$ cat src/rtl/i2c_slave_fsm.sv
// I2C target endpoint: oversampled SCL/SDA, 7-bit address match, byte write/read with ACK.
// Define I2C_CLK_STRETCH_EN to hold SCL low at a read-byte load point until tx_valid is high.
module i2c_slave_fsm #(
    parameter logic [6:0] SLAVE_ADDR  = 7'h50,
    parameter int         SYNC_STAGES = 2
) (
    input  logic       i2c_clk_in,
    input  logic       resetN,
    input  logic       scl_in,
    input  logic       sda_in,
    input  logic [7:0] tx_data,
    input  logic       tx_valid,
    output logic       sda_oe,
    output logic       scl_oe,
    output logic [7:0] rx_data,
    output logic       rx_valid,
    output logic       tx_load,
    output logic       rw,
    output logic       busy,
    output logic [3:0] state
);

    typedef enum logic [3:0] {
        IDLE       = 4'd0,
        ADDRESS    = 4'd1,
        ADDR_ACK   = 4'd2,
        WRITE_DATA = 4'd3,
        WRITE_ACK  = 4'd4,
        READ_DATA  = 4'd5,
        READ_ACK   = 4'd6
    } state_t;

    logic [SYNC_STAGES-1:0] scl_sync, sda_sync;
    logic                   scl_s, sda_s, scl_d, sda_d;
    logic                   scl_rise, scl_fall, start_ev, stop_ev;

    // Synchronizers and edge register idle high so reset never creates a bus event.
    always_ff @(posedge i2c_clk_in or negedge resetN) begin
        if (!resetN) begin
            scl_sync <= '1;
            sda_sync <= '1;
            scl_d    <= 1'b1;
            sda_d    <= 1'b1;
        end else begin
            scl_sync <= {scl_sync[SYNC_STAGES-2:0], scl_in};
            sda_sync <= {sda_sync[SYNC_STAGES-2:0], sda_in};
            scl_d    <= scl_s;
            sda_d    <= sda_s;
        end
    end

    assign scl_s    = scl_sync[SYNC_STAGES-1];
    assign sda_s    = sda_sync[SYNC_STAGES-1];
    assign scl_rise = scl_s & ~scl_d;
    assign scl_fall = ~scl_s & scl_d;
    assign start_ev = scl_s & scl_d & sda_d & ~sda_s;
    assign stop_ev  = scl_s & scl_d & ~sda_d & sda_s;

    state_t     state_q, state_n;
    logic [2:0] cnt_q, cnt_n;
    logic [7:0] shreg_q, shreg_n;
    logic [7:0] rx_data_q, rx_data_n;
    logic       phase_q, phase_n;
    logic       pend_q, pend_n;
    logic       sda_oe_q, sda_oe_n;
    logic       rx_valid_q, rx_valid_n;
    logic       rw_q, rw_n;
    logic       load_req;

    always_ff @(posedge i2c_clk_in or negedge resetN) begin
        if (!resetN) begin
            state_q    <= IDLE;
            cnt_q      <= 3'd7;
            shreg_q    <= '0;
            rx_data_q  <= '0;
            phase_q    <= 1'b0;
            pend_q     <= 1'b0;
            sda_oe_q   <= 1'b0;
            rx_valid_q <= 1'b0;
            rw_q       <= 1'b0;
        end else begin
            state_q    <= state_n;
            cnt_q      <= cnt_n;
            shreg_q    <= shreg_n;
            rx_data_q  <= rx_data_n;
            phase_q    <= phase_n;
            pend_q     <= pend_n;
            sda_oe_q   <= sda_oe_n;
            rx_valid_q <= rx_valid_n;
            rw_q       <= rw_n;
        end
    end

    // phase_q: in the ACK states it marks the second half (ACK driven / master ACK seen).
    always_comb begin
        state_n    = state_q;
        cnt_n      = cnt_q;
        shreg_n    = shreg_q;
        rx_data_n  = rx_data_q;
        phase_n    = phase_q;
        pend_n     = pend_q;
        sda_oe_n   = sda_oe_q;
        rx_valid_n = 1'b0;
        rw_n       = rw_q;
        load_req   = 1'b0;
        tx_load    = 1'b0;
        if (start_ev) begin
            state_n  = ADDRESS;
            cnt_n    = 3'd7;
            sda_oe_n = 1'b0;
            phase_n  = 1'b0;
            pend_n   = 1'b0;
        end else if (stop_ev) begin
            state_n  = IDLE;
            cnt_n    = 3'd7;
            sda_oe_n = 1'b0;
            phase_n  = 1'b0;
            pend_n   = 1'b0;
        end else begin
            case (state_q)
                IDLE: ;
                ADDRESS: if (scl_rise) begin
                    shreg_n = {shreg_q[6:0], sda_s};
                    if (cnt_q == 3'd0) begin
                        if (shreg_q[6:0] == SLAVE_ADDR) begin
                            rw_n    = sda_s;
                            phase_n = 1'b0;
                            state_n = ADDR_ACK;
                        end else begin
                            state_n = IDLE;
                        end
                    end else begin
                        cnt_n = cnt_q - 3'd1;
                    end
                end
                ADDR_ACK: if (scl_fall) begin
                    if (!phase_q) begin
                        sda_oe_n = 1'b1;
                        phase_n  = 1'b1;
                    end else begin
                        sda_oe_n = 1'b0;
                        phase_n  = 1'b0;
                        cnt_n    = 3'd7;
                        if (rw_q) begin
                            state_n  = READ_DATA;
                            load_req = 1'b1;
                        end else begin
                            state_n = WRITE_DATA;
                        end
                    end
                end
                WRITE_DATA: if (scl_rise) begin
                    shreg_n = {shreg_q[6:0], sda_s};
                    if (cnt_q == 3'd0) begin
                        rx_data_n  = {shreg_q[6:0], sda_s};
                        rx_valid_n = 1'b1;
                        phase_n    = 1'b0;
                        state_n    = WRITE_ACK;
                    end else begin
                        cnt_n = cnt_q - 3'd1;
                    end
                end
                WRITE_ACK: if (scl_fall) begin
                    if (!phase_q) begin
                        sda_oe_n = 1'b1;
                        phase_n  = 1'b1;
                    end else begin
                        sda_oe_n = 1'b0;
                        phase_n  = 1'b0;
                        cnt_n    = 3'd7;
                        state_n  = WRITE_DATA;
                    end
                end
                READ_DATA: if (!pend_q && scl_fall) begin
                    if (cnt_q == 3'd0) begin
                        sda_oe_n = 1'b0;
                        phase_n  = 1'b0;
                        state_n  = READ_ACK;
                    end else begin
                        cnt_n    = cnt_q - 3'd1;
                        shreg_n  = {shreg_q[6:0], 1'b0};
                        sda_oe_n = ~shreg_q[6];
                    end
                end
                READ_ACK: begin
                    if (scl_rise && !phase_q) begin
                        if (sda_s) state_n = IDLE;
                        else       phase_n = 1'b1;
                    end else if (scl_fall && phase_q) begin
                        phase_n  = 1'b0;
                        cnt_n    = 3'd7;
                        state_n  = READ_DATA;
                        load_req = 1'b1;
                    end
                end
                default: state_n = IDLE;
            endcase

            // The first read bit goes out in the same clk the byte is captured.
            if (load_req || pend_q) begin
`ifdef I2C_CLK_STRETCH_EN
                if (tx_valid) begin
                    tx_load  = 1'b1;
                    pend_n   = 1'b0;
                    shreg_n  = tx_data;
                    sda_oe_n = ~tx_data[7];
                end else begin
                    pend_n = 1'b1;
                end
`else
                tx_load  = 1'b1;
                shreg_n  = tx_data;
                sda_oe_n = ~tx_data[7];
`endif
            end
        end
    end

`ifdef I2C_CLK_STRETCH_EN
    // pend_q drops at the edge ending the tx_load clk, so SCL is freed one clk later.
    assign scl_oe = pend_q;
`else
    logic unused_tx_valid;
    assign unused_tx_valid = tx_valid;
    assign scl_oe          = 1'b0;
`endif

    assign sda_oe   = sda_oe_q;
    assign rx_data  = rx_data_q;
    assign rx_valid = rx_valid_q;
    assign rw       = rw_q;
    assign busy     = (state_q != IDLE);
    assign state    = state_q;

endmodule

$ cat config.mk
export PLATFORM = sky130hd
export DESIGN_NAME = i2c_slave_fsm
export DESIGN_NICKNAME = d
export VERILOG_FILES = /design/src/rtl/i2c_slave_fsm.sv
export SDC_FILE = /design/constraint.sdc
export NUM_CORES = 1
export LEC_CHECK = 0
export CORE_UTILIZATION = 35
export CTS_CLUSTER_SIZE = 16
export DETAILED_ROUTE_END_ITERATION = 16
export PLACE_DENSITY = 0.68
export SLEW_MARGIN = 20
export SYNTH_ARGS = -nofsm -noshare
export SYNTH_HDL_FRONTEND = slang
export SYNTH_SLANG_ARGS = --single-unit
$ cat constraint.sdc
create_clock -name i2c_clk_in -period 2.1 [get_ports i2c_clk_in]
set_clock_uncertainty 0.2 [all_clocks]
set_input_delay 0.42 -clock i2c_clk_in [delete_from_list [all_inputs] [get_ports i2c_clk_in]]
set_output_delay 0.42 -clock i2c_clk_in [all_outputs]
set_load 0.1 [all_outputs]
==> results.md, run 1 <==
- The internal power is 0.00121 W.
- The clock edge transition at the registers on the reported setup and hold paths is 60 ps.
- After Yosys synthesis, and, or, nand and nor cells account for 20.1% of the synthesized area.
- The area share of fa/ha/maj cells after synthesis is 1.41%.
- Summed over all failing endpoints, the final setup total negative slack is 0 ps.
- Along the worst hold path, the cell count comes to 0.
- Of the post-synthesis cell area, the part taken by muxes is 12.7%.
- The synthesized netlist devotes 15.3% of its cell area to compound gates.
- The design draws 0.00171 W.
- The global placement routability congestion is 0.875.
- The fraction of met1 tracks used by global routing is 22.5%.
- The instance count of the mapped netlist is 177.
- Combinational cells account for 24.8% of the total power.
- The net switching power is 0.000506 W.
- The total global routing overflow is 0.
- The die area is 5370 µm².
- For this configuration, the core starts out at a cell density of 36.9%.
- The XOR/XNOR share of the synthesized area is 0.493%.
- The startpoint identified for the worst register-to-register timing path is state[0].
- After the first detailed-routing iteration, the DRC count stood at 87.
- Leaving out fill and tap cells, the most frequent cells in the layout are 37 x sky130_fd_sc_hd__buf_4, 24 x sky130_fd_sc_hd__nor2_1, 18 x sky130_fd_sc_hd__dfrtp_1, 18 x sky130_fd_sc_hd__buf_12, 14 x sky130_fd_sc_hd__a21oi_1.
- The count of pins over their slew limit was 0.
- The first global-routing pass estimated 6970 µm of wire.
- Of the synthesized area, sequential elements account for 44.3%.
- Setup repair after global routing could not meet its margin everywhere.
- The overall fraction of global-route tracks in use is 17.0%.
- Summing over every cut layer, the via total after detailed routing is 1500.
- The number of remaining DRC errors is 0.
- The worst register-to-register path has a depth of 9.
- 0 antenna diodes ended up in the layout.
- The die is 73.3 µm tall.
- The clock tree from TritonCTS is done.
- The largest family of logic cells by synthesized area is simple AND/OR/NAND/NOR gates.
- Of the cells placed in the final design, the portion with a size suffix greater than 1 is 47.1%.
- The sink of the worst hold path is sda_sync[1].
- The library cell used most frequently in the layout, excluding fill and tap cells, is sky130_fd_sc_hd__buf_4.
- Setup violations remaining at the end of the flow were counted as 0.
- The global-route met3 utilization is 3.70%.
- The netlist area before placement is 1780 µm².
- The critical register-to-register path endpoint is state[0].
- The remaining antenna violation count after routing is 0.
- The layer carrying the most global-route usage is met2.
- The worst hold slack across all endpoints is 156 ps.
- The area inside the core boundary is 4820 µm².
- The static leakage power is 1.19 nW.
- After detailed routing, the number of vias per cell comes to 4.85.
- Buffers placed on the I/O ports in this run total 27.
- Data on the critical path is required at its endpoint by 2050 ps.
- The CTS root buffer is sky130_fd_sc_hd__clkbuf_8.
- TritonCTS created 5 clock buffers.
- The H-tree generated during clock tree synthesis spans 2 levels.
- The clock group share of total power is 29.3%.
- The endpoint arrival time on the critical path is 2040 ps.
- The area added between synthesis and finish is 54.2%.
- The worst setup path is captured at a register.
- The min-delay analysis places its worst path in the category reg2reg.
- The power density over the cells is 625 nW/µm².
- The top-level port count is 31.
- The floorplan has 25 rows.
- In this run the register-to-register setup slack is 20 ps.
- The post-synthesis register bit count is 31.
- In the final routed layout, each cell accounts on average for 13.0 µm.
- The most used flip-flop cell after synthesis is sky130_fd_sc_hd__dfrtp_1.
- The number of enable flip-flop cells after synthesis is 0.
- The number of library cell types mapped by synthesis is 43.
- Static timing analysis puts the maximum clock frequency at 0.480 GHz.
- The worst setup path is launched from a register.
- The net count of the finished layout is 256.
- The max-capacitance violation count is 0.
- The share of synthesized registers carrying an async set or reset is 100%.
- Counting along the longest clock path gives a buffer depth of 2.
- The flow ran to the end, and the final reports show no timing, DRC or antenna violations.
- The number of hold violations in the final report is 0.
- The met2 track utilization from global routing is 27.8%.
- The number of warnings issued by yosys is 0.
- The initial antenna violation count came to 0.
- The clock net sink count is 31.
- The critical path class is reg2reg.
- Before antenna repair, the detailed router went through 4 iterations.
- The count of hold-fix buffers inserted at cts is 0.
- The net switching share of the total power is 29.6%.
- The share of the clock period used by the worst path after layout is 99.2%.
- The number of global-route vias before repair is 1490.
- A synthesized cell averages 10.0 µm².
- Across the VDD grid, the largest voltage drop is 331 µV.
- The shortest period the worst path allows is 2080 ps.
- Entering global routing, the biggest net connects 32 pins.
- The startpoint identified for the worst hold timing path is sda_sync[0].
- Clock latency on the worst-skew pair, taken at its later pin, is 270 ps.
- The sum of routed wire length over all layers is 4000 µm.
- The biggest fanout along the worst timing path is 8.
- The detailed placement HPWL is 2860 µm.
- Measured along the x axis, the die boundary spans 73.3 µm.
- Sequential cells burn 45.9% of the power.
## cells in the mapped netlist (3+ instances only)
library cell               count  area (µm²)
sky130_fd_sc_hd__nor2_1       25        93.8
sky130_fd_sc_hd__nor3_1        4        20.0
sky130_fd_sc_hd__buf_4         3        22.5
sky130_fd_sc_hd__a31oi_1       3        18.8
sky130_fd_sc_hd__a21oi_1      15        75.1
sky130_fd_sc_hd__a211oi_1      3        22.5
sky130_fd_sc_hd__mux2_2        7        78.8
sky130_fd_sc_hd__dfrtp_1      22         551
sky130_fd_sc_hd__nand2_1      13        48.8
sky130_fd_sc_hd__nand2b_1      3        18.8
sky130_fd_sc_hd__buf_2         6        30.0
sky130_fd_sc_hd__nor2b_1       3        18.8
sky130_fd_sc_hd__mux2i_1      11         110
sky130_fd_sc_hd__dfstp_2       9         236
sky130_fd_sc_hd__inv_1         6        22.5
sky130_fd_sc_hd__o21ai_0      10        50.1
## power by group through the flow
| stage | clock, W | sequential, W | combinational (W) |
|---|---|---|---|
| final | 0.000502 | 0.000786 | 0.000424 |
| after global routing | 0.000540 | 0.000801 | 0.000468 |
| after CTS | 0.000515 | 0.000779 | 0.000404 |
| after detailed placement | 0 | 0.000787 | 0.000389 |
| after global placement | 0 | 0.000786 | 0.000380 |
| after floorplan | 0 | 0.000796 | 0.000220 |
## metrics by stage
step	instance area (µm²)	worst slack, ps	util [%]	std cells
2_1_floorplan	1820	-128	-	178
3_3_place_gp	2480	-44.2	51.5	290
3_5_place_dp	2480	-55.0	51.5	290
4_1_cts	2670	1.11	55.4	306
5_1_grt	2740	-95.8	56.9	309
6_report	2740	15.8	56.9	309
## how the worst max path moves through the flow
stage | from | endpoint | slack (ps) | cells after the start
after floorplan | state[2] | rw | -130 | 6
after global placement | scl_sync[1] | rw | -40 | 6
after detailed placement | scl_sync[1] | rw | -50 | 6
after CTS | state[0] | busy | 1 | 5
after global routing | scl_sync[1] | rw | -100 | 6
final | state[0] | state[0] | 20 | 9
## per-layer routing
layer | vias up | share of wire, % | wire [µm]
li1 | 739 | - | -
met2 | 38 | 47 | 1900
met3 | 4 | 4.1 | 163
met1 | 719 | 47 | 1900
met5 | - | 0 | 0
met4 | 0 | 0.95 | 38
## critical path, cell delays in order (launching register included)
cell and delay (ps):
sky130_fd_sc_hd__dfrtp_4 520, sky130_fd_sc_hd__buf_4 150, sky130_fd_sc_hd__inv_2 40, sky130_fd_sc_hd__buf_4 120, sky130_fd_sc_hd__o22ai_2 80, sky130_fd_sc_hd__a221oi_2 350
sky130_fd_sc_hd__a211oi_4 80, sky130_fd_sc_hd__buf_4 160, sky130_fd_sc_hd__mux2i_2 190, sky130_fd_sc_hd__o22ai_2 80
## logic make-up (layout without fill, tap and decap cells)
logic type	count (synthesis)	after routing
adder cells (fa/ha/maj)	2	2
other	1	2
flip-flops	31	31
multiplexers	21	21
XOR/XNOR	1	1
AO/OA/AOI/OAI	40	40
buffers and inverters	17	81
AND/OR/NAND/NOR	64	64
## timing repair
| action | in CTS | in global routing |
|---|---|---|
| cloned | 0 | 0 |
| endpoints found under the hold margin | 0 | 0 |
| resized for setup | 7 | 14 |
| setup buffers | 9 | 3 |
| setup endpoints to repair | 5 | 24 |
| pin swaps | 3 | 6 |
## state kept, by name, summed over array words and instances, names as in the netlist
register,count
cnt_q,3
phase_q,1
rw,1
rx_data,8
rx_valid,1
scl_d,1
scl_sync,2
sda_d,1
sda_oe,1
sda_sync,2
shreg_q,7
state,3
## area by class of cell
type / instances / area (µm²)
clock buffers: 8 / 100
multi-input cells: 130 / 973
repair buffers: 67 / 759
fillers: 426 / 2080
well taps: 67 / 83.8
inverters: 6 / 22.5
flip-flops and latches: 31 / 800
No activity file was read; power rests on OpenSTA's default activity.
==> run 2, diff against run 1 <==
--- a/config.mk
+++ b/config.mk
@@ -5,10 +5,11 @@
 export SDC_FILE = /design/constraint.sdc
 export NUM_CORES = 1
 export LEC_CHECK = 0
-export CORE_UTILIZATION = 35
+export ABC_CLOCK_PERIOD_IN_PS = 2100
+export CORE_UTILIZATION = 30
 export CTS_CLUSTER_SIZE = 16
 export DETAILED_ROUTE_END_ITERATION = 16
-export PLACE_DENSITY = 0.68
+export PLACE_DENSITY = 0.61
 export SLEW_MARGIN = 20
 export SYNTH_ARGS = -nofsm -noshare
 export SYNTH_HDL_FRONTEND = slang
==> constraint.sdc (replaced) <==
create_clock -name i2c_clk_in -period 2.1 [get_ports i2c_clk_in]
set_clock_uncertainty 0.2 [all_clocks]
set_input_delay 0.42 -clock i2c_clk_in [delete_from_list [all_inputs] [get_ports i2c_clk_in]]
set_output_delay 0.42 -clock i2c_clk_in [all_outputs]
set_load 0.02 [all_outputs]
==> results.md, run 2 (synthesis results as in run 1) <==
- The flow ran to the end, but the final reports show violations.
- The checks that failed: setup timing.
- For hold timing, the worst endpoint is sda_sync[1].
- In this design, the stage delay of the slowest critical-path cell is 430 ps.
- Along the worst path, the maximum fanout reaches 11.
- The first global-routing pass estimated 7180 µm of wire.
- The die area is 6230 µm².
- The library cells used most frequently in the layout, excluding fill and tap cells, are 38 x sky130_fd_sc_hd__buf_4, 24 x sky130_fd_sc_hd__nor2_1, 23 x sky130_fd_sc_hd__clkdlybuf4s50_1.
- The cell family contributing the most delay on the critical path is compound AO/OA/AOI/OAI gates.
- The count of buffering cells on the critical path with inverters included is 2.
- Summed over all failing endpoints, the final setup total negative slack is -96.8 ps.
- The clock net sink count is 31.
- The smallest clock period supported by the final layout is computed as 2180 ps.
- The flip-flop count of the largest register, all copies and words added is 8.
- Setup violations remaining at the end of the flow were counted as 2.
- The critical path is of the reg2reg type.
- The area inside the core boundary is 5610 µm².
- The number of clock buffers added by TritonCTS is 5.
- The initial utilization of the core area, before any placement, comes to 31.7%.
- The width of the chip is 79.0 µm.
- The endpoint kind of the worst setup timing path is a register.
- Registers take 788 µm².
- In the final layout, the multi-input gates occupy 996 µm².
- The leading cell type in the layout, fill and taps excluded is sky130_fd_sc_hd__buf_4.
- The total number of vias is 1510.
- The overall fraction of global-route tracks in use is 14.8%.
- The critical register-to-register path endpoint is state[0].
- The number of global-route vias before repair was 1526.
- The maximum number of pins on one net before global-route repair is 32.
- Setup slack on the worst reg-to-reg path comes out at -80 ps.
- In this run the most critical hold path is launched from sda_sync[0].
- The top-level port count is 31.
- The count of pins over their slew limit came to 0.
- Clock latency on the worst-skew pair, taken at its later pin, is 280 ps.
- The number of antenna diodes in the final layout is 0.
- The average wire per standard cell is 13.5 µm.
- For this run, the detailed router's first-pass iteration total came to 4.
- Across the run, the number of max-cap violations was 0.
- Traced cell by cell, the critical path runs through buf_4, nand2_1, o22ai_1, a221oi_4, a211oi_4, buf_4, mux2i_1, o22ai_2.
- After clock tree synthesis, the clock-pin slew on the worst setup and hold paths is 60 ps.
- VDD sags by at most 441 µV.
- The number of standard cells in the final layout excluding fillers is 320.
- The master of the slowest instance on the critical path is sky130_fd_sc_hd__dfrtp_1.
- In this run the static leakage power is 1.18 nW.
- Wires add up to 4320 µm.
- Row generation in the floorplan step produced 27 rows.
- The CTS root buffer is sky130_fd_sc_hd__clkbuf_8.
- The worst hold path belongs to the class reg2reg.
- After global routing the overflow that remains totals 0.
- The start of the worst register-to-register path is state[2].
- The layout has 560 filler cells.
- Setup repair after global routing could not meet its margin everywhere.
- The cell repeated most along the worst path is sky130_fd_sc_hd__buf_4.
- The largest buffer count on any clock path is 2.
- The via-per-instance ratio is 4.72.
- The number of DRC markers after the initial detailed-route iteration is 118.
- Of the available clock period, the critical path in the final layout requires 104%.
- TritonCTS built the clock tree.
- The remaining antenna violation count after routing is 0.
- Data on the critical path is required at its endpoint by 2060 ps.
- The initial antenna violation count came to 0.
- At the worst endpoint, the arrival time is 2140 ps.
- The global placement routability congestion is 0.827.
- Power spread over the standard cell area amounts to 631 nW/µm².
- The top achievable clock speed is 0.458 GHz.
- The proportion of layout cells with a drive suffix above 1 is 39.5%.
- The number of remaining DRC errors is 0.
- In this run, placement finished with an instance count of 304.
- The worst setup slack after layout is -84.6 ps.
- The number of cells on the worst reg-to-reg path is 8.
- STA classifies the critical path startpoint as a register.
- The detailed placement HPWL is 3180 µm.
- Along the worst hold path, the cell count comes to 0.
- The number of hold violations in the final report is 0.
- The area added between synthesis and finish is 49.4%.
- In this run the number of H-tree levels came out at 2.
- The final layout net count is 262.
- In this run the tool buffered the top-level ports with 27 buffer cells.
- In this run the vertical extent of the chip is 79.0 µm.
==> run 2: cell count changes in the layout (fill, tap and decap cells not counted), sizes merged <==
cell | previous run | this run
dlygate4sd2 | 0 | 2
clkdlybuf4s50 | 11 | 23
dlymetal6s2s | 0 | 1
clkbuf | 8 | 7
nand2 | 14 | 15
clkinvlp | 0 | 1
buf | 56 | 46
==> run 2: layout make-up <==
cell class                      count  share of cell area [%]
Timing Repair Buffer               72                    24.6
Clock inverter                      1                   0.283
Clock buffer                        7                    3.63
Sequential cell                    31                    29.7
Multi-Input combinational cell    131                    37.5
Inverter                            6                   0.849
Tap cell                           72                    3.39
==> run 2: how the worst max path moves through the flow <==
stage           startpoint        to  slack [ps]  depth (start not counted)
3_3_place_gp         scl_d   tx_load         -50                          3
4_1_cts        scl_sync[1]  state[0]         -60                          7
3_5_place_dp   scl_sync[1]  state[0]         -60                          7
5_1_grt              scl_d  state[0]        -150                          8
6_report          state[2]  state[0]         -80                          8
2_1_floorplan  scl_sync[1]        rw         -60                          7
==> run 2: power breakdown <==
part / switching, W / internal (W) / total, W
registers: 0.0000708 / 0.000696 / 0.000767
clock network: 0.000213 / 0.000298 / 0.000511
logic: 0.000186 / 0.000212 / 0.000397
==> run 2: worst register-to-register path, delay by kind of cell (launching register included) <==
family / cells / cell delay (ps)
multiplexers: 1 / 220
AND/OR/NAND/NOR: 1 / 110
AO/OA/AOI/OAI: 4 / 710
flip-flops: 1 / 430
buffers and inverters: 2 / 400
==> run 2: through the flow <==
step | util, % | setup slack, ps | cell area, µm² | hold slack, ps | power (W)
3_5_place_dp | 42.5 | -60.4 | 2380 | 147 | 0.00115
6_report | 47.3 | -84.6 | 2650 | 156 | 0.00168
5_1_grt | 47.3 | -147 | 2650 | 162 | 0.00176
2_1_floorplan | - | -56.6 | 1780 | -75.6 | 0.000961
3_3_place_gp | 42.5 | -53.5 | 2380 | 146 | 0.00113
4_1_cts | 44.5 | -63.9 | 2490 | 157 | 0.00167
==> run 2: routing by layer <==
| metal | vias to the layer above | wire (µm) | GRT usage, % |
|---|---|---|---|
| met1 | 709 | 2140 | 20.7 |
| li1 | 756 | - | - |
| met3 | 7 | 171 | 3.10 |
| met2 | 38 | 1960 | 23.1 |
| met5 | - | 0 | 0 |
| met4 | 0 | 48 | 4.00 |
==> run 2: timing repair <==
action	in CTS	in global routing
pin swaps	3	4
hold buffers	0	0
cloned	0	1
setup buffers	1	6
gates resized for setup	6	26
endpoints found under the setup margin	8	26
